File: src/rtl/adder_sum_accum.sv
// Block accumulator behind the ripple-carry adder: sums a programmable number of adder results per block.
// Optional macro ACC_SAT_EN makes the block total saturate on overflow instead of wrapping.
module adder_sum_accum #(
  parameter int WIDTH     = 8,
  parameter int ACC_WIDTH = 16,
  parameter int CNT_WIDTH = 4
) (
  input  logic                 clk_i,
  input  logic                 rst_i,
  input  logic                 sum_valid_i,
  output logic                 sum_ready_o,
  input  logic [WIDTH:0]       sum_i,
  input  logic [CNT_WIDTH-1:0] len_i,
  output logic                 acc_valid_o,
  input  logic                 acc_ready_i,
  output logic [ACC_WIDTH-1:0] acc_o,
  output logic                 acc_ovf_o,
  output logic [CNT_WIDTH:0]   beat_cnt_o
);

  typedef enum logic [1:0] {
    ST_IDLE,
    ST_ACCUM,
    ST_HOLD
  } state_e;

  state_e               state_q, state_d;
  logic [ACC_WIDTH-1:0] acc_q, acc_d;
  logic                 ovf_q, ovf_d;
  logic [CNT_WIDTH:0]   cnt_q, cnt_d;
  logic [CNT_WIDTH:0]   len_q, len_d;
  logic                 acc_valid_q, acc_valid_d;

  logic                 in_beat;
  logic                 out_beat;
  logic [ACC_WIDTH:0]   sum_ext;
  logic [ACC_WIDTH:0]   add_full;
  logic [ACC_WIDTH-1:0] acc_add;
  logic [CNT_WIDTH:0]   len_in;
  logic [CNT_WIDTH:0]   cnt_inc;

  // Ready depends only on the state register and reset, never on acc_ready_i.
  assign sum_ready_o = !rst_i && (state_q != ST_HOLD);
  assign in_beat     = sum_valid_i && sum_ready_o;
  assign out_beat    = acc_valid_q && acc_ready_i;

  assign sum_ext  = {{(ACC_WIDTH - WIDTH){1'b0}}, sum_i};
  assign add_full = {1'b0, acc_q} + sum_ext;
  assign cnt_inc  = cnt_q + 1'b1;

  // A zero length field encodes the maximum block length 2^CNT_WIDTH.
  assign len_in = (len_i == '0) ? {1'b1, {CNT_WIDTH{1'b0}}} : {1'b0, len_i};

`ifdef ACC_SAT_EN
  // Once saturated, any further nonzero sum carries out again, so the total stays pinned.
  assign acc_add = add_full[ACC_WIDTH] ? {ACC_WIDTH{1'b1}} : add_full[ACC_WIDTH-1:0];
`else
  assign acc_add = add_full[ACC_WIDTH-1:0];
`endif

  // NOTE: every signal gets its default before the case so no path leaves one unassigned (no latches).
  always_comb begin
    state_d     = state_q;
    acc_d       = acc_q;
    ovf_d       = ovf_q;
    cnt_d       = cnt_q;
    len_d       = len_q;
    acc_valid_d = acc_valid_q;

    unique case (state_q)
      ST_IDLE: begin
        if (in_beat) begin
          len_d = len_in;
          acc_d = sum_ext[ACC_WIDTH-1:0];
          ovf_d = 1'b0;
          cnt_d = {{CNT_WIDTH{1'b0}}, 1'b1};
          if (len_in == {{CNT_WIDTH{1'b0}}, 1'b1}) begin
            state_d     = ST_HOLD;
            acc_valid_d = 1'b1;
          end else begin
            state_d = ST_ACCUM;
          end
        end
      end

      ST_ACCUM: begin
        if (in_beat) begin
          acc_d = acc_add;
          ovf_d = ovf_q | add_full[ACC_WIDTH];
          cnt_d = cnt_inc;
          if (cnt_inc == len_q) begin
            state_d     = ST_HOLD;
            acc_valid_d = 1'b1;
          end
        end
      end

      ST_HOLD: begin
        if (out_beat) begin
          state_d     = ST_IDLE;
          acc_valid_d = 1'b0;
          cnt_d       = '0;
        end
      end

      default: begin
        state_d     = ST_IDLE;
        acc_valid_d = 1'b0;
      end
    endcase
  end

  // NOTE: non-blocking assignments so every flop samples the values from before the edge.
  always_ff @(posedge clk_i) begin
    if (rst_i) begin
      state_q     <= ST_IDLE;
      acc_q       <= '0;
      ovf_q       <= 1'b0;
      cnt_q       <= '0;
      len_q       <= '0;
      acc_valid_q <= 1'b0;
    end else begin
      state_q     <= state_d;
      acc_q       <= acc_d;
      ovf_q       <= ovf_d;
      cnt_q       <= cnt_d;
      len_q       <= len_d;
      acc_valid_q <= acc_valid_d;
    end
  end

  assign acc_valid_o = acc_valid_q;
  assign acc_o       = acc_q;
  assign acc_ovf_o   = ovf_q;
  assign beat_cnt_o  = cnt_q;

endmodule

File: config.mk
export PLATFORM = sky130hd
export DESIGN_NAME = adder_sum_accum
export DESIGN_NICKNAME = d
export VERILOG_FILES = /design/src/rtl/adder_sum_accum.sv
export SDC_FILE = /design/constraint.sdc
export NUM_CORES = 1
export LEC_CHECK = 0
export CORE_MARGIN = 3
export CORE_UTILIZATION = 46
export DETAILED_ROUTE_END_ITERATION = 8
export PLACE_DENSITY = 0.74
export SETUP_SLACK_MARGIN = 0.3
export SYNTH_ARGS = -nofsm -noshare
export SYNTH_HDL_FRONTEND = slang
export SYNTH_SLANG_ARGS = --single-unit
File: constraint.sdc
create_clock -name clk_i -period 2.25 [get_ports clk_i]
set_input_delay 0.5625 -clock clk_i [delete_from_list [all_inputs] [get_ports clk_i]]
set_output_delay 0.5625 -clock clk_i [all_outputs]
set_load 0.02 [all_outputs]
======== Word-level counts from Yosys, hierarchy flattened ========
Index checks and enable logic that the tools add are counted.
word-level totals
  word-level logic and storage cells ...... 55
  register bits ........................... 30
  output and inout port bits .............. 24
  input bits .............................. 17
cells by class
  add/sub/neg operators ................... 2
  reduce and logical (&&, ||, !) cells .... 13
  bitwise logic cells ..................... 1
  multiplexer cells ....................... 23
  equal/unequal tests ..................... 10
operators with widths
  operator               count
  $mux W16               2
  $pmux W16 S2           1
  $mux W5                4
  $add A16 B9 Y17        1
  $pmux W5 S3            1
  $ne A2 B2 Y1 const B   6
  $mux W2                5
  $reduce_and A4 Y1      2
  $mux W1                7
  $pmux W2 S3            1
  $add A5 B1 Y5 const B  1
  $eq A5 B1 Y1 const B   1
  $eq A5 B5 Y1           1
  $reduce_and A5 Y1      1
  $logic_not A4 Y1       1
  $logic_and A1 B1 Y1    3
  $pmux W1 S3            1
  $reduce_and A3 Y1      1
  $reduce_bool A3 Y1     1
  $eq A2 B1 Y1 const B   1
  $eq A2 B2 Y1 const B   1
  $logic_not A2 Y1       1
  $pmux W1 S2            1
  $reduce_and A2 Y1      1
  3 further kinds        3

======== Logic depth before layout (Yosys ltp) ========
Gate-level depths: netlist (run 1).
  depth in word-level cells ............... 6
  mapped depth ............................ 8
  gate-level depth less buffers ........... 7

======== Worst setup path after synthesis (run 1) ========
No wires, ideal clock.
  path type ............................... in2reg
  start point ............................. input port sum_i[0]
  end point ............................... register acc_q[6], in the netlist acc_o[6]
  data arrival time ....................... 2.035 ns
  data required time ...................... 2.118 ns
  cell stages on the path ................. 7
  library setup time ...................... 0.132 ns
  path buffers ............................ 0
  setup slack ............................. 0.084 ns
  cell sequence ........................... ha_1 > fa_1 > a21o_1 > a31oi_1 > o211ai_1 > a311oi_1 > nor3_1
on the way
  cells in the longest elaborated chain, start to end .. 3
ends and longest elaborated chain
  element               line  text
  start, declared       12    input logic [WIDTH:0] sum_i,
  $add A16 B9 Y17       48    assign add_full = {1'b0, acc_q} + sum_ext;
  $mux W16              87    if (in_beat) begin
  $pmux W16 S2          70    unique case (state_q)
  end signal, assigned  117   acc_q <= '0;
  end signal, assigned  124   acc_q <= acc_d;
  end, declared         28    logic [ACC_WIDTH-1:0] acc_q, acc_d;
Every way passes these cells. The select of a mux whose other input is x is not followed.
A chain may end at the register's enable or synchronous reset.

======== Worst setup path in the final report (run 1) ========
  start point ............................. register state_q[0]
  end point ............................... register acc_q[15], in the netlist acc_o[15]
on the way
  cells in the longest elaborated chain, start to end .. 5
ends and longest elaborated chain
  element                      line  text
  start, declared              27    state_e state_q, state_d;
  start signal, assigned       123   state_q <= state_d;
  $ne A2 B2 Y1                 43    assign sum_ready_o = !rst_i && (state_q != ST_HOLD);
  $logic_and A1 B1 Y1          43
  $logic_and A1 B1 Y1          44    assign in_beat = sum_valid_i && sum_ready_o;
  $ne A2 B2 Y1 (no line)       n/a
  $reduce_and A3 Y1 (no line)  n/a
Parallel ways exist; a longest one is shown, timed or not.

==> results of run 1 <==
## cell type report
cell class	instances	area (µm²)	area share [%]
flip-flops and latches	30	604.3	19.22
clock inverters	1	5.005	0.1592
well taps	50	62.56	1.990
inverters	10	37.54	1.194
repair buffers	84	750.7	23.88
multi-input cells	193	1598	50.82
clock buffers	7	86.33	2.746
## placed cells by master (no fill, tap or decap), types with 9 or more instances in the layout
master	synthesis	layout
buf_4	0	42
dfxtp_1	30	27
nand2_1	21	19
clkdlybuf4s50_1	0	19
nor2_1	18	17
a21oi_1	20	11
mux2i_1	11	11
inv_1	10	9
o21ai_0	11	9
a21oi_2	0	9
ha_4	0	9
## power by group
part           leakage [µW]  internal, µW  total (µW)  switching, µW
Clock             0.0000482           247         460            213
Combinational       0.00106           649        1360            712
Sequential         0.000245           597         667           70.3
Total               0.00135          1490        2490            995
## final timing paths
path,start,to,slack [ns],cells after the start
min,acc_ovf_o$_SDFFE_PP0P_,acc_ovf_o$_SDFFE_PP0P_,0.47,2
max reg2reg,state_q[0]$_SDFFE_PP0P_,acc_o[15]$_SDFFE_PP0P_,0.22,9
max,state_q[0]$_SDFFE_PP0P_,acc_o[15]$_SDFFE_PP0P_,0.22,9
min reg2reg,acc_ovf_o$_SDFFE_PP0P_,acc_ovf_o$_SDFFE_PP0P_,0.47,2
## layer usage
metal  up-vias  part of all wire, %  global-route usage [%]
met5         -                    0                       0
met4         0                  2.3                   9.395
met2        89                   48                   38.62
met1      1043                   45                   30.80
li1       1064                    -                       -
met3        20                  5.1                   3.878
## stage by stage
stage | hold WS (ns) | total power [µW] | util, %
floorplan | 0.4611 | 1385 | -
global placement | 0.4419 | 1782 | 66.95
detailed placement | 0.4526 | 1812 | 66.95
CTS | 0.4774 | 2436 | 74.22
global route | 0.5210 | 2631 | 76.41
finish | 0.4744 | 2487 | 76.41
## logic make-up after synthesis
kind of cell	after synthesis
AOI/OAI and AO/OA	76
xor gates and xnor gates	10
adders and majority gates	15
buffers and inverters	18
DFF	30
muxes	11
and+or+nand+nor	81
## registers in the layout (all words and copies together) (netlist names)
signal       count
acc_o           16
beat_cnt_o       5
len_q            5
state_q          2
acc_ovf_o        1
acc_valid_o      1
## repair_timing
| item | in CTS | in global routing |
|---|---|---|
| setup buffers | 10 | 1 |
| pin swaps | 31 | 18 |
| cloned | 0 | 0 |
| gates resized for setup | 51 | 31 |
| setup endpoints to repair | 32 | 28 |
## worst max-delay path: stages (launching register included)
cell and delay [ns]:
dfxtp_2 0.34, inv_2 0.05, ha_4 0.15, or3b_4 0.38, buf_12 0.16, nor4b_4 0.29
nand4_1 0.18, buf_4 0.18, a21oi_2 0.12, o21ai_1 0.09
==> impl_metrics.yaml, run 1 <==
yosys:
  synthCells: 241
  synthXorXnorAreaFrac_pct: 4.324
  synth-adder-area-share_pct: 9.636
  synth_seq_area_share_pct: 29.65
  synth_ff_type: "dfxtp_1"
  synth_top_area_cell: "dfxtp_1"
  ys_async_sr_fraction_pct: 0
  synth_top_family_by_area: "compound AO/OA/AOI/OAI gates"
  synth_compound_area_share_pct: 25.82
  synthDistinctLibCells: 50
  synth_top_area_share_pct: 29.65
  synth_nets: 273
  synth.avg_cell_area_um2: 8.405
  ys_top_cells_by_area: "dfxtp_1, ha_1, mux2i_1"
  synth_edf_count: 0
  synth_area_um2: 2026
  synth_most_common_cell: "dfxtp_1"
  synth_common_cells: "dfxtp_1, nand2_1, a21oi_1"
  synth-simple-area-share_pct: 21.43
  synth.area.mux_share_pct: 5.435
  synth_warnings: 0
  ys_ff_latch: 30
global_routing:
  antenna_found_initial: 0
  track_usage_pct: 23.60
  overflow: 0
  grt_pass1_vias: 2205
  grt_pass1_wl_um: 10020
  grt_max_degree: 22
setup_path:
  worst-path-max-fanout: 7
  startpoint_type: "register"
  worstSetupPathType: "reg -> reg"
  required_ns: 2.42
  end_kind: "register"
  critPathArrivalTime_ns: 2.21
timing:
  fin_crit_ns: 2.032
  tightest_slew_ns: 0.4958
  finalHoldViolations: 0
  finalMaxSlewViolations: 0
  fin_worst_skew_ns: 0.01014
  setup_slack_ns: 0.2180
  grt_setup_unrepaired: "yes"
  final.period_utilization_pct: 90.31
  setup_viol: 0
  fin_tns_setup_ns: 0
  maxSlewHeadroom_pct: 66.83
  max_freq_ghz: 0.4921
routing:
  drtIter0Drc: 143
  drc: 0
  vias: 2216
  postRouteAntennaNets: 0
  viasPerCell: 5.909
  drt-total-wl_um: 5998
  first_pass_iters: 4
  wl_per_cell_um: 15.99
placement:
  numPortBuffers: 40
  placedCellCount: 356
  pre_cts_ws_ns: -0.4367
  gp_congestion: 0.8229
  placed_area_um2: 2755
  hpwl_um: 4165
finish:
  design_area_um2: 3144
  diodes: 0
  fillers: 299
  fin_nets: 356
  area_delta_synth_final_pct: 55.22
  final_layout_size_suffix_gt1_share_pct: 32.31
  stdcell_count: 375
floorplanning:
  rows: 23
  coreArea_um2: 4115
  die_width_um: 72.36
  initial_core_util_pct: 49.22
  die-area_um2: 5236
  die_y_um: 72.36
  io_pins: 41
clocking:
  cts_max_level: 2
  cts_tree: "done"
  ctsRootBufferMaster: "clkbuf_8"
  cts_buffer_depth: 2
  clock-sinks: 30
  ctsHoldBuffers: 0
  clk_pin_slew_ns: 0.07
  numCtsBuffers: 5
  clk_latency_ns: 0.28
power:
  p_per_area_nw_per_um2: 790.9
  leakagePower_uw: 0.001354
  ir_drop_v: 0.0004435
min_path:
  hold_path.class: "reg -> reg"
status:
  status: "finished, final reports clean"
flow_run:
  maxCapViolations: 0
Note: power is estimated with default switching activity, not from simulation.
==> run 2: changes to the inputs <==
--- a/config.mk
+++ b/config.mk
@@ -7,3 +7,2 @@
 export LEC_CHECK = 0
-export CORE_MARGIN = 3
 export CORE_UTILIZATION = 46
--- a/constraint.sdc
+++ b/constraint.sdc
@@ -3,2 +3,2 @@
 set_output_delay 0.5625 -clock clk_i [all_outputs]
-set_load 0.02 [all_outputs]
+set_load 0.05 [all_outputs]
==> run 2 against run 1 <==
Against the previous run: critical path depth is 1 lower; core utilization is 0.12 points higher; count of clock-buffer cells in the layout is 2 lower; total power is 9.1% higher; sequential power is 2% higher; die area is 11% lower; design area is 0.16% higher; non-clock buffer count stayed put; register-to-register slack hardly changed; critical path type unchanged; critical endpoint unchanged; highest routed layer unchanged.
==> impl_metrics.yaml, run 2 (synthesized netlist as in run 1, its figures left out) <==
finish:
  fillers: 279
  finish.utilization_pct: 76.53
  final_layout_size_suffix_gt1_share_pct: 32.31
  design_area_um2: 3149
  largest_reg_flops: 16
  fin_nets: 356
  diodes: 0
  layout_common_cells: "buf_4, dlygate4sd2_1, dfxtp_1"
  layout_commonest_cell: "buf_4"
  area_delta_synth_final_pct: 55.47
global_routing:
  antenna_found_initial: 0
  grt_max_degree: 21
  grt_pass1_vias: 1964
  track_usage_pct: 25.89
  grt_pass1_wl_um: 9004
  overflow: 0
floorplanning:
  die-area_um2: 4673
  die_width_um: 68.36
  io_pins: 41
  coreArea_um2: 4115
  die_y_um: 68.36
  rows: 23
  initial_core_util_pct: 49.22
power:
  p_total_uw: 2714
  ir_drop_v: 0.0004274
  p_per_area_nw_per_um2: 861.7
  leakagePower_uw: 0.001348
routing:
  first_pass_iters: 4
  wl_per_cell_um: 15.64
  drtIter0Drc: 200
  viasPerCell: 5.789
  drc: 0
  postRouteAntennaNets: 0
  drt-total-wl_um: 5865
  vias: 2171
clocking:
  clk_pin_slew_ns: 0.07
  ctsRootBufferMaster: "clkbuf_8"
  cts_buffer_depth: 2
  ctsHoldBuffers: 0
  clock-sinks: 30
  clk_latency_ns: 0.29
  cts_tree: "done"
  cts_max_level: 2
  numCtsBuffers: 5
timing:
  max_freq_ghz: 0.4914
  final.period_utilization_pct: 90.44
  tightest_slew_ns: 0.5205
  finalHoldViolations: 0
  grt_setup_unrepaired: "yes"
  finalMaxSlewViolations: 0
  maxSlewHeadroom_pct: 65.23
  fin_crit_ns: 2.035
  fin_worst_skew_ns: 0.005652
  setup_viol: 0
setup_path:
  path_cells: "inv_2, ha_4, or3b_1, buf_6, nor4b_4, nand4_1, a2111o_1, o21ai_1"
  worstSetupPathType: "reg -> reg"
  crit_buf_inv: 2
  end_kind: "register"
  cpLargestDelayFamily: "simple AND/OR/NAND/NOR gates"
  worst-path-max-fanout: 5
  critPathArrivalTime_ns: 2.26
  slowest_delay_ns: 0.37
  required_ns: 2.47
  startpoint_type: "register"
  crit_path_top_delay_cell: "a2111o_1"
min_path:
  hold_path.class: "reg -> reg"
placement:
  hpwl_um: 3907
  placed_area_um2: 2760
  gp_congestion: 0.8619
  numPortBuffers: 40
flow_run:
  maxCapViolations: 0
status:
  status: "finished, final reports clean"
-- run 2: repair_timing --
action	CTS	global route
setup buffers	6	8
pin swaps	15	14
setup endpoints to repair	54	16
resized for setup	68	23
-- run 2: layout make-up --
| type | count | area, µm² | area share, % |
|---|---|---|---|
| multi-input cells | 193 | 1580 | 50.18 |
| repair buffers | 84 | 744.5 | 23.64 |
| flip-flops and latches | 30 | 615.6 | 19.55 |
| clock inverters | 3 | 40.04 | 1.271 |
| inverters | 10 | 37.54 | 1.192 |
| well taps | 50 | 62.56 | 1.986 |
| clock buffers | 5 | 68.82 | 2.185 |
-- run 2: routing by layer --
metal	global-route usage, %	vias up	wire length [µm]
li1	-	1073	-
met1	33.17	1009	2549
met2	41.30	74	2847
met3	6.000	15	343
met4	10.68	0	124
met5	0	-	0
-- run 2: where the power goes --
group	total [µW]	leakage [µW]	internal, µW	switching [µW]
combinational	1480	0.00104	655	827
clock	554	0.0000579	326	228
sequential	679	0.000248	603	76.0
-- run 2: path summary, 6_finish.rpt --
check                          start                     end  slack [ns]  cells after the start
min reg2reg   acc_ovf_o$_SDFFE_PP0P_  acc_ovf_o$_SDFFE_PP0P_        0.47                      2
min           acc_ovf_o$_SDFFE_PP0P_  acc_ovf_o$_SDFFE_PP0P_        0.47                      2
max reg2reg  state_q[0]$_SDFFE_PP0P_  acc_o[15]$_SDFFE_PP0P_        0.22                      8
max          state_q[0]$_SDFFE_PP0P_  acc_o[15]$_SDFFE_PP0P_        0.22                      8
-- run 2: worst reg2reg max path: stages (launching register included) --
cell and delay [ns]:
dfxtp_2 0.35, inv_2 0.05, ha_4 0.15, or3b_1 0.35, buf_6 0.16, nor4b_4 0.27, nand4_1 0.18, a2111o_1 0.37
o21ai_1 0.08
-- run 2: metrics by stage --
stage	setup WS (ns)	instances	setup TNS [ns]	hold slack (ns)
3_5_place_dp	-0.4480	353	-5.300	0.4442
5_1_grt	0.1101	375	0	0.5017
4_1_cts	0.2073	367	0	0.4588
2_1_floorplan	0.1726	241	0	0.4539
3_3_place_gp	-0.4382	353	-4.952	0.4408
6_report	0.2151	375	0	0.4749
